--- config.mk ---
export PLATFORM = sky130hd
export DESIGN_NAME = ps2_keyboard_rx_flat
export DESIGN_NICKNAME = d
export VERILOG_FILES = /design/src/rtl/ps2_keyboard_rx_if.sv /design/src/rtl/ps2_keyboard_rx.sv /design/src/flat_wrapper.sv
export SDC_FILE = /design/constraint.sdc
export NUM_CORES = 1
export LEC_CHECK = 0
export ABC_AREA = 1
export BUFFER_PORTS_ARGS = -buffer_cell sky130_fd_sc_hd__buf_2
export CELL_PAD_IN_SITES_DETAIL_PLACEMENT = 1
export CELL_PAD_IN_SITES_GLOBAL_PLACEMENT = 2
export CORE_MARGIN = 3
export CORE_UTILIZATION = 36
export DETAILED_ROUTE_END_ITERATION = 8
export PLACE_DENSITY_LB_ADDON = 0.1
export SYNTH_ARGS = -nofsm -noshare
export SYNTH_HDL_FRONTEND = slang
export SYNTH_SLANG_ARGS = --single-unit
--- constraint.sdc ---
create_clock -name clk -period 2.9 [get_ports clk]
set_input_delay 0.145 -clock clk [delete_from_list [all_inputs] [get_ports clk]]
set_output_delay 0.145 -clock clk [all_outputs]
set_load 0.01 [all_outputs]
--- src/rtl/ps2_keyboard_rx_if.sv ---
// Signal bundle for the PS/2 keyboard receiver: raw pins towards the receiver,
// decoded scan codes, error strobes and held-key action levels back out.
interface ps2_keyboard_rx_if #(
    parameter int N_ACTIONS = 6
);
    logic                 ps2_clk;
    logic                 ps2_data;
    logic [N_ACTIONS-1:0] acoes;
    logic [7:0]           scan_code;
    logic                 scan_ext;
    logic                 scan_break;
    logic                 scan_valid;
    logic                 parity_err;
    logic                 frame_err;

    // master: the receiver itself; slave: keyboard pins plus the consuming logic
    modport master (
        input  ps2_clk, ps2_data,
        output acoes, scan_code, scan_ext, scan_break, scan_valid, parity_err, frame_err
    );

    modport slave (
        output ps2_clk, ps2_data,
        input  acoes, scan_code, scan_ext, scan_break, scan_valid, parity_err, frame_err
    );
endinterface

--- src/rtl/ps2_keyboard_rx.sv ---
// System-clock PS/2 keyboard receiver: synchronise and filter the pins, deframe 11-bit
// frames, decode E0/F0 prefixes and drive held-key action levels through a keymap.
module ps2_keyboard_rx #(
    parameter int                      N_ACTIONS  = 6,
    parameter int                      FILTER_LEN = 8,
    parameter int                      TIMEOUT    = 50000,
    parameter logic [N_ACTIONS*18-1:0] KEYMAP     = {
        9'h05A, 9'h05A,   // 5: enter
        9'h029, 9'h029,   // 4: space
        9'h174, 9'h023,   // 3: right / D
        9'h172, 9'h01B,   // 2: down  / S
        9'h16B, 9'h01C,   // 1: left  / A
        9'h175, 9'h01D    // 0: up    / W
    }
) (
    input  logic              clk,
    input  logic              reset,
    ps2_keyboard_rx_if.master io_bus
);

    localparam int FW = $clog2(FILTER_LEN + 1);
    localparam int TW = $clog2(TIMEOUT + 1);

    typedef enum logic [1:0] {
        S_IDLE,
        S_DATA,
        S_PARITY,
        S_STOP
    } state_t;

    logic                 r_clk_meta;
    logic                 r_clk_sync;
    logic                 r_data_meta;
    logic                 r_data_sync;
    logic                 r_clk_filt;
    logic [FW-1:0]        r_filt_cnt;
    logic                 r_fall_edge;
    logic                 w_filt_flip;

    state_t               r_state;
    state_t               w_state_next;
    logic [2:0]           r_bit_cnt;
    logic [7:0]           r_shift;
    logic                 r_parity;
    logic [TW-1:0]        r_idle_cnt;
    logic                 w_idle_expired;

    logic                 w_start;
    logic                 w_shift_en;
    logic                 w_parity_en;
    logic                 w_stop_seen;
    logic                 w_timeout;
    logic                 w_frame_bad;
    logic                 w_parity_bad;
    logic                 w_frame_good;

    logic                 r_ext;
    logic                 r_brk;
    logic [N_ACTIONS-1:0] r_acoes;
    logic [7:0]           r_scan_code;
    logic                 r_scan_ext;
    logic                 r_scan_break;
    logic                 r_scan_valid;
    logic                 r_parity_err;
    logic                 r_frame_err;

    // Idle PS/2 lines sit high, so the synchronisers reset to 1 to avoid a false falling edge.
    // NOTE: sequential state uses non-blocking assignments so every register samples pre-edge values.
    always_ff @(posedge clk) begin
        if (reset) begin
            r_clk_meta  <= 1'b1;
            r_clk_sync  <= 1'b1;
            r_data_meta <= 1'b1;
            r_data_sync <= 1'b1;
        end else begin
            r_clk_meta  <= io_bus.ps2_clk;
            r_clk_sync  <= r_clk_meta;
            r_data_meta <= io_bus.ps2_data;
            r_data_sync <= r_data_meta;
        end
    end

    assign w_filt_flip = (r_clk_sync != r_clk_filt) && (r_filt_cnt == FW'(FILTER_LEN - 1));

    always_ff @(posedge clk) begin
        if (reset) begin
            r_clk_filt  <= 1'b1;
            r_filt_cnt  <= '0;
            r_fall_edge <= 1'b0;
        end else begin
            r_fall_edge <= w_filt_flip & r_clk_filt;
            if (r_clk_sync == r_clk_filt) begin
                r_filt_cnt <= '0;
            end else if (w_filt_flip) begin
                r_clk_filt <= r_clk_sync;
                r_filt_cnt <= '0;
            end else begin
                r_filt_cnt <= r_filt_cnt + FW'(1);
            end
        end
    end

    // Inter-bit watchdog: only runs while a frame is open and restarts on every falling edge.
    assign w_idle_expired = (r_idle_cnt == TW'(TIMEOUT - 1));

    always_ff @(posedge clk) begin
        if (reset || r_state == S_IDLE || r_fall_edge) begin
            r_idle_cnt <= '0;
        end else begin
            r_idle_cnt <= r_idle_cnt + TW'(1);
        end
    end

    always_ff @(posedge clk) begin
        if (reset) begin
            r_state <= S_IDLE;
        end else begin
            r_state <= w_state_next;
        end
    end

    // NOTE: every always_comb output gets a default first so no path can infer a latch.
    always_comb begin
        w_state_next = r_state;
        w_start      = 1'b0;
        w_shift_en   = 1'b0;
        w_parity_en  = 1'b0;
        w_stop_seen  = 1'b0;
        w_timeout    = 1'b0;
        case (r_state)
            S_IDLE: begin
                if (r_fall_edge && !r_data_sync) begin
                    w_start      = 1'b1;
                    w_state_next = S_DATA;
                end
            end
            S_DATA: begin
                if (r_fall_edge) begin
                    w_shift_en = 1'b1;
                    if (r_bit_cnt == 3'd7) begin
                        w_state_next = S_PARITY;
                    end
                end else if (w_idle_expired) begin
                    w_timeout    = 1'b1;
                    w_state_next = S_IDLE;
                end
            end
            S_PARITY: begin
                if (r_fall_edge) begin
                    w_parity_en  = 1'b1;
                    w_state_next = S_STOP;
                end else if (w_idle_expired) begin
                    w_timeout    = 1'b1;
                    w_state_next = S_IDLE;
                end
            end
            S_STOP: begin
                if (r_fall_edge) begin
                    w_stop_seen  = 1'b1;
                    w_state_next = S_IDLE;
                end else if (w_idle_expired) begin
                    w_timeout    = 1'b1;
                    w_state_next = S_IDLE;
                end
            end
            default: w_state_next = S_IDLE;
        endcase
    end

    // Odd parity: data plus parity bit must carry an odd number of ones.
    always_comb begin
        w_frame_bad  = w_timeout | (w_stop_seen & ~r_data_sync);
        w_parity_bad = w_stop_seen & r_data_sync & ~(^{r_shift, r_parity});
        w_frame_good = w_stop_seen & r_data_sync & (^{r_shift, r_parity});
    end

    always_ff @(posedge clk) begin
        if (reset) begin
            r_bit_cnt <= '0;
            r_shift   <= '0;
            r_parity  <= 1'b0;
        end else begin
            if (w_start) begin
                r_bit_cnt <= '0;
            end else if (w_shift_en) begin
                r_bit_cnt <= r_bit_cnt + 3'd1;
                r_shift   <= {r_data_sync, r_shift[7:1]};
            end
            if (w_parity_en) begin
                r_parity <= r_data_sync;
            end
        end
    end

    always_ff @(posedge clk) begin
        if (reset) begin
            r_ext        <= 1'b0;
            r_brk        <= 1'b0;
            r_acoes      <= '0;
            r_scan_code  <= '0;
            r_scan_ext   <= 1'b0;
            r_scan_break <= 1'b0;
            r_scan_valid <= 1'b0;
            r_parity_err <= 1'b0;
            r_frame_err  <= 1'b0;
        end else begin
            r_scan_valid <= 1'b0;
            r_parity_err <= w_parity_bad;
            r_frame_err  <= w_frame_bad;
            if (w_frame_bad || w_parity_bad) begin
                r_ext <= 1'b0;
                r_brk <= 1'b0;
            end else if (w_frame_good) begin
                for (int i = 0; i < N_ACTIONS; i++) begin
                    if ({r_ext, r_shift} == KEYMAP[18*i +: 9] ||
                        {r_ext, r_shift} == KEYMAP[18*i+9 +: 9]) begin
                        r_acoes[i] <= ~r_brk;
                    end
                end
                if (r_shift == 8'hE0) begin
                    r_ext <= 1'b1;
                end else if (r_shift == 8'hF0) begin
                    r_brk <= 1'b1;
                end else begin
                    r_scan_code  <= r_shift;
                    r_scan_ext   <= r_ext;
                    r_scan_break <= r_brk;
                    r_scan_valid <= 1'b1;
                    r_ext        <= 1'b0;
                    r_brk        <= 1'b0;
                end
            end
        end
    end

    assign io_bus.acoes      = r_acoes;
    assign io_bus.scan_code  = r_scan_code;
    assign io_bus.scan_ext   = r_scan_ext;
    assign io_bus.scan_break = r_scan_break;
    assign io_bus.scan_valid = r_scan_valid;
    assign io_bus.parity_err = r_parity_err;
    assign io_bus.frame_err  = r_frame_err;

endmodule

--- src/flat_wrapper.sv ---
// flat-port wrapper written by rule: the top's interface ports become plain ports
module ps2_keyboard_rx_flat 
#(
    parameter int                      N_ACTIONS  = 6,
    parameter int                      FILTER_LEN = 8,
    parameter int                      TIMEOUT    = 50000,
    parameter logic [N_ACTIONS*18-1:0] KEYMAP     = {
        9'h05A, 9'h05A,              
        9'h029, 9'h029,              
        9'h174, 9'h023,                  
        9'h172, 9'h01B,                  
        9'h16B, 9'h01C,                  
        9'h175, 9'h01D                   
    }
)
  (clk, reset, io_bus_ps2_clk, io_bus_ps2_data, io_bus_acoes, io_bus_scan_code, io_bus_scan_ext, io_bus_scan_break, io_bus_scan_valid, io_bus_parity_err, io_bus_frame_err);
  ps2_keyboard_rx_if #(.N_ACTIONS(N_ACTIONS)) io_bus_i ();
  input  logic clk;
  input  logic reset;
  input wire logic [$bits(io_bus_i.ps2_clk)-1:0] io_bus_ps2_clk;
  input wire logic [$bits(io_bus_i.ps2_data)-1:0] io_bus_ps2_data;
  output wire logic [$bits(io_bus_i.acoes)-1:0] io_bus_acoes;
  output wire logic [$bits(io_bus_i.scan_code)-1:0] io_bus_scan_code;
  output wire logic [$bits(io_bus_i.scan_ext)-1:0] io_bus_scan_ext;
  output wire logic [$bits(io_bus_i.scan_break)-1:0] io_bus_scan_break;
  output wire logic [$bits(io_bus_i.scan_valid)-1:0] io_bus_scan_valid;
  output wire logic [$bits(io_bus_i.parity_err)-1:0] io_bus_parity_err;
  output wire logic [$bits(io_bus_i.frame_err)-1:0] io_bus_frame_err;
  assign io_bus_i.ps2_clk = io_bus_ps2_clk;
  assign io_bus_i.ps2_data = io_bus_ps2_data;
  assign io_bus_acoes = io_bus_i.acoes;
  assign io_bus_scan_code = io_bus_i.scan_code;
  assign io_bus_scan_ext = io_bus_i.scan_ext;
  assign io_bus_scan_break = io_bus_i.scan_break;
  assign io_bus_scan_valid = io_bus_i.scan_valid;
  assign io_bus_parity_err = io_bus_i.parity_err;
  assign io_bus_frame_err = io_bus_i.frame_err;
  ps2_keyboard_rx #(.N_ACTIONS(N_ACTIONS), .FILTER_LEN(FILTER_LEN), .TIMEOUT(TIMEOUT), .KEYMAP(KEYMAP)) u_core (.clk(clk), .reset(reset), .io_bus(io_bus_i));
endmodule
=== Yosys cells after proc, flatten, opt, wreduce, memory -nomap -nowiden ===
Index checks and enable logic that the tools add are counted.

* Bits in registers: 61
* Bits in latches: 0
* RAM bits: 0
* Memory bits (read-only): 0
* Input port bits: 4
* Memories kept: 0

* $add $sub $neg: 3
* Multiply operators: 0
* Divide/modulo/power cells: 0
* Magnitude comparators: 0
* Equality and inequality tests: 23
* Shift operators: 0
* Multiplexer cells: 20
* Bitwise gates (word level): 15
* Reductions and logical operators: 29

{| class="wikitable"
|+ Operators with widths
! kind !! count
|-
| equality test 9 bit, second input constant || 4
|-
| equality test 9 x 5 -> 1 bit, second input constant || 3
|-
| equality test 9 x 6 -> 1 bit, second input constant || 2
|-
| AND reduction 3 bit || 6
|-
| adder 16 x 1 -> 16 bit, second input constant || 1
|-
| equality test 16 bit, second input constant || 1
|-
| equality test 8 bit, second input constant || 2
|-
| 2-to-1 mux 1 bit || 13
|-
| 2-to-1 mux 2 bit || 6
|-
| AND reduction 2 bit || 5
|-
| equality test 9 x 7 -> 1 bit, second input constant || 1
|-
| NOT 1 bit || 9
|-
| XOR reduction 9 bit || 1
|-
| case mux 2 bit (4 select lines) || 1
|-
| logical OR 1 bit || 7
|-
| OR reduction 3 bit || 2
|-
| AND 1 bit || 5
|-
| adder 4 x 1 -> 4 bit, second input constant || 1
|-
| equality test 2 bit, second input constant || 2
|-
| equality test 4 x 3 -> 1 bit, second input constant || 1
|-
| AND reduction 4 bit || 1
|-
| OR reduction 2 bit || 2
|-
| OR reduction 4 bit || 1
|-
| adder 3 x 1 -> 3 bit, second input constant || 1
|-
| 11 further kinds || 12
|}

=== Longest topological paths before layout ===
Gate-level depths: netlist of run 1.

* Word-level depth: 8
* Gate-level depth with buffers: 16
* Depth with buffers taken out: 14

=== Worst setup path before layout of run 1 ===
OpenSTA, ideal clock, no wires.

* Kind: register to register
* From: register u_core.r_idle_cnt[0]
* To: register u_core.r_idle_cnt[14]
* Library setup time: 0.119 ns
* Arrival time: 1.505 ns
* Setup slack: 1.275 ns
* Stages on the path, launching flop included: 9
* Buffers on the path: 0
* Path through: dfxtp_1 -> ha_1 -> nand2_1 -> nor3_1 -> nand2_1 -> nor3_1 -> nand4_1 -> o21ai_0 -> a21oi_1

* Word-level cells in the longest chain between the ends: 1

{| class="wikitable"
|+ RTL lines
! element !! line !! source
|-
| start, declared || ps2_keyboard_rx.sv:45 || <nowiki>logic [TW-1:0] r_idle_cnt;</nowiki>
|-
| start signal, assigned || ps2_keyboard_rx.sv:110 || <nowiki>r_idle_cnt <= r_idle_cnt + TW'(1);</nowiki>
|-
| adder 16 x 1 -> 16 bit || ps2_keyboard_rx.sv:110 ||
|}

No other way between the ends.
A chain may end at the register's enable or synchronous reset.

=== Final worst setup path of run 1 ===
* From: register u_core.r_shift[0]
* To: register u_core.r_scan_code[6] (netlist: u_core.io_bus.scan_code[6])

* Word-level cells in the longest chain between the ends: 6
* Elaborated cells between the ends (all ways): 11
* Classes of those cells: eq/ne (2); bitwise (6); reduce/logical (3)

{| class="wikitable"
|+ RTL lines
! element !! line !! source
|-
| start, declared || ps2_keyboard_rx.sv:43 || <nowiki>logic [7:0] r_shift;</nowiki>
|-
| start signal, assigned || ps2_keyboard_rx.sv:187 || <nowiki>r_shift <= {r_data_sync, r_shift[7:1]};</nowiki>
|-
| XOR reduction 9 bit || ps2_keyboard_rx.sv:173, ps2_keyboard_rx.sv:174 ||
|-
| NOT 1 bit || ps2_keyboard_rx.sv:173 || <nowiki>w_parity_bad = w_stop_seen & r_data_sync & ~(^{r_shift, r_parity});</nowiki>
|-
| AND 1 bit || ps2_keyboard_rx.sv:173 ||
|-
| logical OR 1 bit || ps2_keyboard_rx.sv:210 || <nowiki>if (w_frame_bad || w_parity_bad) begin</nowiki>
|-
| NOT 1 bit (no line) || - ||
|-
| AND reduction 4 bit (no line) * || - ||
|-
| end signal, assigned || ps2_keyboard_rx.sv:225 || <nowiki>r_scan_code <= r_shift;</nowiki>
|-
| end, declared || ps2_keyboard_rx.sv:60 || <nowiki>logic [7:0] r_scan_code;</nowiki>
|}

Mark *: on every way between the ends. The rest lies on a longest branch, timed or not.

==> summary.txt, run 1 <==
Drt
  • Detail Route Antenna Nets: 0
  • DR vias: 2,786
  • DR DRC count: 0
  • Routed wire length: 7.62 mm
  • Mean routed wirelength per cell: 13.2 um
  • Via density: 4.85
  • Router iterations before antenna repair: 4
  • Initial DRC Count: 60

Global routing
  • Initial antenna violation count: 0
  • GRT Residual Overflow: 0
  • Global-route wire length before repair: 13.5 mm
  • Gr usage total: 17.4%
  • Largest net degree at the start of global routing: 23
  • Vias in the first global route: 2,909

Power
  • Max IR drop VDD: 0.227 mV
  • Total power: 0.00162 W
  • Switching part of the total: 21.9%
  • P_int: 0.00127 W
  • Leakage Power: 1.50 nW
  • Combinational group share of total power: 1.5%
  • Sequential Power Share: 51.9%
  • Psw: 0.000355 W
  • PwrDens: 482 mW/mm^2
  • Clk pwr share: 46.6%

Clocking
  • Post-CTS Setup Bufs: 0
  • TritonCTS Buffers: 9
  • CTS Sinks: 61
  • Hold buffer count at cts: 2
  • Later-pin clock latency in the skew report: 340 ps
  • CTS root buf: clkbuf_8
  • PostCTS Resize Cnt: 0
  • Reg clk slew, reported paths: 70 ps
  • CTS max path bufs: 2
  • CTS tree: built
  • H-tree Lvls: 3

STA
  • RSZ-0062 raised after global routing: false
  • Worst hold slack: 143 ps
  • Setup TNS: 0 ps
  • Min cycle time layout: 2100 ps
  • Fin. Hold Viols: 0
  • Pins Over Slew Limit: 0
  • Worst-Margin Slew: 557 ps
  • Setup Viol. Count Final: 0
  • Period utilization: 72.4%
  • Worst clock skew: 9.84 ps
  • Peak Freq: 476 MHz
  • Slew Limit Headroom: 62.6%

Finish
  • Area Growth Syn to Fin: 13.7%
  • Finished Cell Area: 0.00337 sq mm
  • Area of the multi-input gates: 0.00141 sq mm
  • Final core utilization: 42.9%
  • Ant diodes: 0
  • Post-layout nets: 476
  • Layout cells sized above 1: 13.1%
  • Storage cell area: 0.00122 sq mm
  • Fillers: 1,050

Die
  • Placement Rows: 32
  • Initial Util: 37.7%
  • Core Area: 0.00785 sq mm
  • Io pins: 23
  • Die Wd: 96.7 um
  • Die H: 96.7 um
  • Die area: 0.00935 sq mm

Setup path
  • Crit path capture type: flop
  • Worst Path Required: 3140 ps
  • Worst Path Class, Setup: flop to flop
  • Critical Path AT: 2340 ps
  • Crit path max fanout: 12
  • Worst setup SP type: flop

Synth
  • Number of synthesized flops with an enable pin: 0
  • Post-synthesis net count: 449
  • Synth area leader: dfxtp_1
  • Post-synthesis mux area share: 0%
  • Compound-gate portion of the synthesized area: 8.79%
  • Count of cell types in the netlist: 32
  • Top-area cell type share of the netlist area: 41.3%
  • Register bit total from synthesis: 61
  • Area contributors post-synth: dfxtp_1 (41%), nand2_1 (14%), inv_1 (8.0%)
  • Cells after synthesis: 441
  • Post-Synth Adder-Cell Area: 1.69%
  • Synth Area in XOR/XNOR: 1.18%
  • Largest family of logic cells by synthesized area: simple AND/OR/NAND/NOR gates
  • Sequential area share after synthesis: 41.3%
  • Primary FF master, synth: dfxtp_1
  • Syn Std Cell Area: 0.00296 sq mm
  • Simple-Gate Fraction of Synth Area: 36.1%
  • Asr flop ratio synth: 0%
  • Avg Inst Size Synth: 6.71 sq um
  • Yosys warnings: 0

Placed design
  • DP HPWL: 5.69 mm
  • Routability cong.: 0.823
  • Post-place instance area: 0.00315 sq mm
  • IO Port Bufs: 22

Run status
  • Status: finished, final reports clean

Min path
  • Worst Hold Class: input pin to flop

Job
  • Number of max-cap violations: 0
critical path, stage by stage, from the launching register on:
cell     delay [ps]
dfxtp_1         390
inv_2           160
nand2_4          80
nor3_1          220
nand3_1         400
nand4_1         510
nand2_1         100
inv_1            80
nor2_1           40
synthesized netlist by cell type (4+ instances only):
master / instances
o21ai_0: 19
inv_2: 7
nand2_1: 112
nand2_2: 9
a21oi_1: 21
ha_1: 4
dfxtp_1: 61
nor2_1: 57
nand3_1: 28
nand4_1: 11
inv_1: 63
or2_2: 4
nor3_1: 12
layout by cell type (no fill, tap or decap), types with 2 or more instances in the layout:
| cell type | count |
|---|---|
| inv_2 | 7 |
| nand4_1 | 11 |
| buf_4 | 2 |
| buf_2 | 22 |
| nor3_1 | 12 |
| or2_2 | 4 |
| a21oi_1 | 21 |
| xor2_1 | 3 |
| dlygate4sd3_1 | 2 |
| nand2_2 | 9 |
| dfxtp_1 | 61 |
| nor3b_1 | 3 |
| clkinv_2 | 2 |
| nor2_1 | 57 |
| nor4_1 | 3 |
| clkbuf_8 | 10 |
| o21ai_0 | 19 |
| ha_1 | 4 |
| o21a_1 | 2 |
| a31oi_1 | 3 |
| inv_1 | 63 |
| clkbuf_1 | 2 |
| nand2_1 | 112 |
| nand3_1 | 28 |
layout make-up:
cell class                 count  area share [%]
inverter                      71            7.92
multi-input combinational    299            42.0
clock buffer                  12            4.31
tap                          102            3.79
sequential                    61            36.3
clock inverter                 4            1.41
timing repair buffer          26            4.31
metal layers:
layer | global-route usage (%) | wire length, um
met5 | 0 | 0
met4 | 7.45 | 138
met3 | 3.46 | 183
met2 | 30.6 | 3860
met1 | 20.5 | 3440
kinds of logic (layout without fill, tap and decap cells):
logic type	after synthesis	after routing
buffers and inverters	81	113
AND/OR/NAND/NOR	243	243
adder cells (fa/ha/maj)	4	4
XOR/XNOR	4	4
AO/OA/AOI/OAI	48	48
flip-flops	61	61
power groups by stage:
stage               clock (W)  combinational, W  sequential [W]
floorplan                   0         0.0000156        0.000860
global placement            0         0.0000234        0.000861
detailed placement          0         0.0000236        0.000861
CTS                  0.000789         0.0000256        0.000842
global route         0.000830         0.0000294        0.000841
finish               0.000757         0.0000247        0.000842
per-stage QoR:
stage / worst slack, ps / instances
after floorplan: 1280 / 441
after global placement: 768 / 557
after detailed placement: 740 / 557
after CTS: 726 / 575
after global routing: 472 / 575
final: 801 / 575
registers in the layout, indices dropped and copies added (netlist names), 2 cells and up:
| signal | flops |
|---|---|
| u_core.r_bit_cnt | 3 |
| u_core.io_bus.acoes | 6 |
| u_core.r_filt_cnt | 4 |
| u_core.r_shift | 8 |
| u_core.io_bus.scan_code | 8 |
| u_core.r_state | 2 |
| u_core.r_idle_cnt | 16 |
final timing paths:
| check | slack, ps | cells past startpoint | startpoint | endpoint |
|---|---|---|---|---|
| worst max-delay path | 800 | 8 | u_core.r_shift[0]$_SDFFE_PP0P_ | u_core.io_bus.scan_code[6]$_SDFFE_PP0P_ |
| worst min-delay path | 140 | 2 | reset | u_core.io_bus.scan_valid$_SDFF_PP0_ |
| worst max register to register | 800 | 8 | u_core.r_shift[0]$_SDFFE_PP0P_ | u_core.io_bus.scan_code[6]$_SDFFE_PP0P_ |
| worst min register to register | 420 | 1 | u_core.r_clk_meta$_SDFF_PP1_ | u_core.r_clk_sync$_SDFF_PP1_ |
(Power assumes the default switching activity.)
==> run 2: changes to the inputs <==
ABC_AREA = 0   (was 1)
CORE_UTILIZATION = 37   (was 36)
clock period = 2 ns   (was 2.9 ns; I/O delays follow)
==> run 2 against run 1 <==
  * The flow now finishes with violations (negative setup slack)
  * Global-route usage is 0.87 points lower
  * Clock power increased by 61%
  * Fmax up 0.87%
  * Via count decreased by 14%
  * Largest cell class unchanged
  * Cell count shrank 17%
  * Synthesized area about the same
  * Clock skew down 3.5 ps
  * Register-to-register slack worse by 880 ps
  * Sequential cell count did not move
  * Combinational power is 45% higher
==> summary.txt, run 2 <==
Setup path
  • Crit path capture type: flop
  • Worst Path Required: 2280 ps (-860 ps)
  • Critical Path AT: 2360 ps (+20 ps)
  • Crit path max fanout: 3 (-9)
  • Worst Path Class, Setup: flop to flop
  • Worst setup SP type: flop

Die
  • Io pins: 23 (unchanged)
  • Core Area: 0.00752 sq mm (-4.1%)
  • Placement Rows: 31 (-3.1%)
  • Initial Util: 39.4% (+1.6 points)
  • Die Wd: 95.5 um (-1.3%)
  • Die area: 0.00911 sq mm (-2.5%)
  • Die H: 95.5 um (-1.3%)

Drt
  • DR DRC count: 0 (unchanged)
  • Initial DRC Count: 32 (-47%)
  • Via density: 5.04 (+3.9%)
  • Mean routed wirelength per cell: 14.4 um (+8.9%)
  • Detail Route Antenna Nets: 0 (unchanged)
  • Routed wire length: 6.87 mm (-9.8%)
  • Router iterations before antenna repair: 4 (unchanged)
  • DR vias: 2,397 (-14%)

Finish
  • Reg with most FFs: u_core.r_idle_cnt
  • Most frequent cells in the layout: dfxtp_1 (57), nor2_1 (45), buf_4 (38)
  • Ant diodes: 0 (unchanged)
  • Finished Cell Area: 0.00375 sq mm (+12%)
  • Fillers: 872 (-17%)
  • Storage cell area: 0.00123 sq mm (+0.41%)
  • Layout cells sized above 1: 30.2% (+17 points)
  • Largest register FFs: 16 (unchanged)
  • Final core utilization: 49.9% (+7.0 points)
  • Post-layout nets: 381 (-20%)
  • Area Growth Syn to Fin: 26.7%
  • Area of the multi-input gates: 0.00171 sq mm (+21%)
  • Commonest non-fill, non-tap cell in the layout: dfxtp_1

Clocking
  • TritonCTS Buffers: 9 (unchanged)
  • CTS tree: built
  • CTS Sinks: 61 (unchanged)
  • CTS root buf: clkbuf_8
  • Later-pin clock latency in the skew report: 340 ps (about the same)
  • H-tree Lvls: 3 (unchanged)
  • CTS max path bufs: 2 (unchanged)
  • Reg clk slew, reported paths: 70 ps (about the same)

STA
  • Period utilization: 104% (+32 points)
  • Slew Limit Headroom: 58.8% (-3.8 points)
  • Worst-Margin Slew: 617 ps (+60.2 ps)
  • Worst clock skew: 6.36 ps (-3.48 ps)
  • Fin. Hold Viols: 0 (unchanged)
  • RSZ-0062 raised after global routing: true
  • Min cycle time layout: 2080 ps (-18.0 ps)
  • Final worst slack: -81.2 ps (-882 ps)
  • Setup Viol. Count Final: 11 (+11)
  • Peak Freq: 481 MHz (+0.87%)
  • Pins Over Slew Limit: 0 (unchanged)
  • Worst hold slack: 138 ps (-4.18 ps)

Placed design
  • Post-place instance area: 0.00337 sq mm (+6.9%)
  • DP HPWL: 4.77 mm (-16%)
  • IO Port Bufs: 22 (unchanged)
  • Routability cong.: 0.797 (-3.2%)

Synth
  • Area contributors post-synth: dfxtp_1 (41%), mux2i_1 (6.8%), nor2_1 (5.7%)
  • Register bit total from synthesis: 61 (unchanged)
  • Primary FF master, synth: dfxtp_1
  • Most common cell in the synthesized netlist: dfxtp_1
  • Yosys warnings: 0 (unchanged)
  • Top post-synthesis cells by count: dfxtp_1 (61), nor2_1 (45), mux2i_1 (20)
  • Avg Inst Size Synth: 9.34 sq um (+39%)
  • Count of cell types in the netlist: 52 (+63%)
  • Post-synthesis net count: 325 (-28%)
  • Syn Std Cell Area: 0.00296 sq mm (about the same)
  • Sequential area share after synthesis: 41.2% (about the same)
  • Asr flop ratio synth: 0% (unchanged)
  • Top-area cell type share of the netlist area: 41.2% (about the same)
  • Synth area leader: dfxtp_1
  • Cells after synthesis: 317 (-28%)
  • Number of synthesized flops with an enable pin: 0 (unchanged)

Global routing
  • Largest net degree at the start of global routing: 31 (+35%)
  • GRT Residual Overflow: 0 (unchanged)
  • Vias in the first global route: 2,414 (-17%)
  • Global-route wire length before repair: 11.4 mm (-15%)
  • Gr usage total: 16.5% (-0.87 points)
  • Initial antenna violation count: 0 (unchanged)

Power
  • Leakage Power: 1.49 nW (-0.42%)
  • Max IR drop VDD: 0.385 mV (+69%)
  • PwrDens: 659 mW/mm^2 (+37%)
  • Total power: 0.00247 W (+52%)

Run status
  • Violated checks: negative setup slack
  • Status: finished with violations

Min path
  • Worst Hold Class: input pin to flop

Job
  • Number of max-cap violations: 0 (unchanged)
[run 2: critical path, stage by stage, from the launching register on]
cell and delay (ps):
dfxtp_2 350, buf_4 110, or4b_4 470, or4_4 420, o21a_1 140, or4_1 410
a21oi_1 130
[run 2: final cells by class]
class                           count  share of cell area [%]
Clock buffer                       11                    3.77
Inverter                            6                   0.600
Multi-Input combinational cell    230                    45.5
Timing Repair Buffer               65                    12.2
Sequential cell                    61                    32.7
Clock inverter                      4                    1.93
Tap cell                           99                    3.30
[run 2: cells by family (layout without fill, tap and decap cells)]
| kind of cell | after synthesis | count (layout) | share of synthesized area (%) |
|---|---|---|---|
| flops | 61 | 61 | 41.2 |
| fa+ha+maj | 4 | 4 | 1.69 |
| xor+xnor | 29 | 29 | 11.0 |
| mux | 22 | 22 | 7.90 |
| simple gates | 146 | 146 | 26.4 |
| buf+inv | 26 | 86 | 5.20 |
| compound gates | 29 | 29 | 6.59 |
[run 2: power breakdown]
part / internal (W) / switching (W)
registers: 0.00122 / 0.00000195
logic: 0.0000165 / 0.0000193
clock network: 0.000727 / 0.000489
total: 0.00196 / 0.000510
[run 2: per-stage QoR]
stage	setup TNS (ps)	setup slack, ps	cells
floorplan	-267	-99.0	317
global placement	-32.4	-19.1	456
detailed placement	-620	-68.5	456
CTS	-325	-78.6	474
global route	-1240	-147	476
finish	-243	-81.2	476
[run 2: what timing repair did]
| item | CTS | global route |
|---|---|---|
| endpoints found under the hold margin | 2 | 0 |
| setup endpoints to repair | 17 | 18 |
| pin swaps | 4 | 5 |
| setup buffers | 1 | 2 |
| hold buffers | 2 | 0 |
| gates resized for setup | 8 | 18 |
[run 2: worst paths after layout]
kind / to / slack, ps / cells past startpoint / startpoint
max: u_core.io_bus.acoes[1]$_SDFFE_PP0P_ / -80 / 6 / u_core.r_shift[3]$_SDFFE_PP0P_
min: u_core.io_bus.scan_code[4]$_SDFFE_PP0P_ / 140 / 2 / reset
max reg2reg: u_core.io_bus.acoes[1]$_SDFFE_PP0P_ / -80 / 6 / u_core.r_shift[3]$_SDFFE_PP0P_
min reg2reg: u_core.r_clk_sync$_SDFF_PP1_ / 410 / 1 / u_core.r_clk_meta$_SDFF_PP1_
[run 2: routing by layer]
layer | up-vias | GRT usage [%] | part of all wire, %
met4 | 0 | 4.98 | 1.1
met3 | 5 | 5.68 | 2.8
met2 | 22 | 29.7 | 52
met5 | - | 0 | 0
met1 | 1163 | 18.3 | 44
li1 | 1207 | - | -
==> run 3: changes to the inputs <==
CORE_UTILIZATION = 35   (was 37)
CTS_BUF_LIST = sky130_fd_sc_hd__clkbuf_8   (was not set)
clock period = 1.8 ns   (was 2 ns; I/O delays follow)
==> run 3 against run 2 <==
  * The flow still finishes with violations (negative setup slack)
  * Via count rose by 2.4%
  * Sequential cell count unchanged
  * First-iteration DRC count decreased by 6.3%
  * Combinational power up 15%
  * Total power down 2.7%
  * Critical path depth unchanged
  * Critical endpoint is now u_core.io_bus.acoes[2]$_SDFFE_PP0P_
  * Largest cell class unchanged
==> summary.txt, run 3 (same netlist as run 2, synthesis figures left out) <==
Run status
  • Status: finished with violations
  • Violated checks: negative setup slack

Clocking
  • CTS tree: built
  • Later-pin clock latency in the skew report: 340 ps (about the same)
  • CTS max path bufs: 2 (unchanged)
  • TritonCTS Buffers: 9 (unchanged)
  • CTS root buf: clkbuf_8
  • CTS Sinks: 61 (unchanged)
  • Reg clk slew, reported paths: 70 ps (about the same)
  • H-tree Lvls: 3 (unchanged)

Finish
  • Layout cells sized above 1: 33.0% (+2.7 points)
  • Area of the multi-input gates: 0.00175 sq mm (+2.3%)
  • Area Growth Syn to Fin: 28.7%
  • Fillers: 921 (+5.6%)
  • Reg with most FFs: u_core.r_idle_cnt
  • Finished Cell Area: 0.00381 sq mm (+1.6%)
  • Largest register FFs: 16 (unchanged)
  • Storage cell area: 0.00123 sq mm (+0.31%)
  • Post-layout nets: 388 (+1.8%)
  • Most frequent cells in the layout: dfxtp_1 (56), nor2_1 (45), buf_4 (41)
  • Ant diodes: 0 (unchanged)
  • Commonest non-fill, non-tap cell in the layout: dfxtp_1

STA
  • Slew Limit Headroom: 62.1% (+3.3 points)
  • Setup Viol. Count Final: 19 (+8)
  • Worst-Margin Slew: 569 ps (-47.7 ps)
  • Peak Freq: 483 MHz (+0.55%)
  • Min cycle time layout: 2070 ps (-11.3 ps)
  • Worst hold slack: 149 ps (+10.6 ps)
  • Final worst slack: -270 ps (-189 ps)
  • Pins Over Slew Limit: 0 (unchanged)
  • RSZ-0062 raised after global routing: true
  • Worst clock skew: 10.4 ps (+4.01 ps)
  • Fin. Hold Viols: 0 (unchanged)
  • Period utilization: 115% (+11 points)

Setup path
  • Crit path max fanout: 4 (+1)
  • Worst setup path startpoint: u_core.r_shift[3]$_SDFFE_PP0P_
  • Worst Path Required: 2040 ps (-240 ps)
  • Crit path capture type: flop
  • Worst setup SP type: flop
  • Worst Path Class, Setup: flop to flop
  • FF-to-FF Start: u_core.r_shift[3]$_SDFFE_PP0P_
  • Critical Path AT: 2310 ps (-50 ps)

Placed design
  • DP HPWL: 5.04 mm (+5.7%)
  • Post-place instance area: 0.00345 sq mm (+2.3%)
  • IO Port Bufs: 22 (unchanged)
  • Worst slack, placed: -452 ps (-383 ps)
  • Routability cong.: 0.821 (+3.1%)

Global routing
  • Vias in the first global route: 2,556 (+5.9%)
  • Largest net degree at the start of global routing: 28 (-9.7%)
  • Global-route wire length before repair: 12.1 mm (+5.9%)
  • Gr usage total: 15.4% (-1.1 points)
  • Initial antenna violation count: 0 (unchanged)
  • GRT Residual Overflow: 0 (unchanged)

Die
  • Die Wd: 98.0 um (+2.6%)
  • Placement Rows: 32 (+3.2%)
  • Initial Util: 37.2% (-2.2 points)
  • Die area: 0.00960 sq mm (+5.3%)
  • Die H: 98.0 um (+2.6%)
  • Core Area: 0.00797 sq mm (+5.9%)
  • Io pins: 23 (unchanged)

Drt
  • DR DRC count: 0 (unchanged)
  • Router iterations before antenna repair: 4 (unchanged)
  • Initial DRC Count: 30 (-6.3%)
  • Detail Route Antenna Nets: 0 (unchanged)
  • DR vias: 2,454 (+2.4%)
  • Via density: 5.04 (about the same)
  • Routed wire length: 7.00 mm (+2.0%)
  • Mean routed wirelength per cell: 14.4 um (-0.32%)

Power
  • Leakage Power: 1.52 nW (+2.3%)
  • Max IR drop VDD: 0.435 mV (+13%)
  • Total power: 0.00241 W (-2.7%)
  • PwrDens: 631 mW/mm^2 (-4.2%)

Job
  • Number of max-cap violations: 0 (unchanged)

Min path
  • Worst Hold Class: input pin to flop
  • HP Start: reset
## run 3: timing repair
item,4_1_cts,5_1_grt
hold endpoints to repair,2,0
pin swaps,4,3
gates resized for setup,18,19
hold buffers,2,0
setup endpoints to repair,19,21
setup buffers,1,1
## run 3: per-stage QoR
| step | instances | TNS, ps | utilization, % |
|---|---|---|---|
| final | 487 | -3510 | 47.8 |
| after CTS | 486 | -3470 | 46.5 |
| after global routing | 487 | -5210 | 47.8 |
| after floorplan | 317 | -3020 | - |
| after global placement | 468 | -3620 | 43.3 |
| after detailed placement | 468 | -6520 | 43.3 |
## run 3: worst max-delay path: stages (launching register included)
cell and delay (ps):
dfxtp_2 340, xnor3_1 420, xor3_4 410, xnor2_4 190, buf_6 120, o31a_4 320, o21ba_4 180
## run 3: final timing paths
kind / cells after the start / endpoint / slack (ps)
worst min-delay path: 2 / u_core.io_bus.parity_err$_SDFF_PP0_ / 150
worst max register to register: 6 / u_core.io_bus.acoes[2]$_SDFFE_PP0P_ / -270
worst max-delay path: 6 / u_core.io_bus.acoes[2]$_SDFFE_PP0P_ / -270
worst min register to register: 1 / u_core.r_clk_sync$_SDFF_PP1_ / 410
## run 3: metal layers
| layer | up-vias | GRT usage, % | wire length [um] | part of all wire (%) |
|---|---|---|---|---|
| met5 | - | 0 | 0 | 0 |
| met4 | 0 | 7.35 | 248 | 3.5 |
| met3 | 21 | 3.71 | 222 | 3.2 |
| met2 | 38 | 26.7 | 3520 | 50 |
| met1 | 1177 | 17.8 | 3010 | 43 |
| li1 | 1218 | - | - | - |
## run 3: report_power, final
group,leakage [nW],switching [W],total (W),internal (W)
registers,0.495,0.00000221,0.00135,0.00135
logic,0.936,0.0000224,0.0000411,0.0000187
clock network,0.0935,0.000531,0.00101,0.000478
total,1.52,0.000556,0.00241,0.00185
## run 3: area by class of cell
type	count	area share, %
Clock buffer	9	3.25
Clock inverter	7	0.886
Inverter	6	0.591
Multi-Input combinational cell	230	45.9
Tap cell	102	3.35
Sequential cell	61	32.3
Timing Repair Buffer	72	13.8
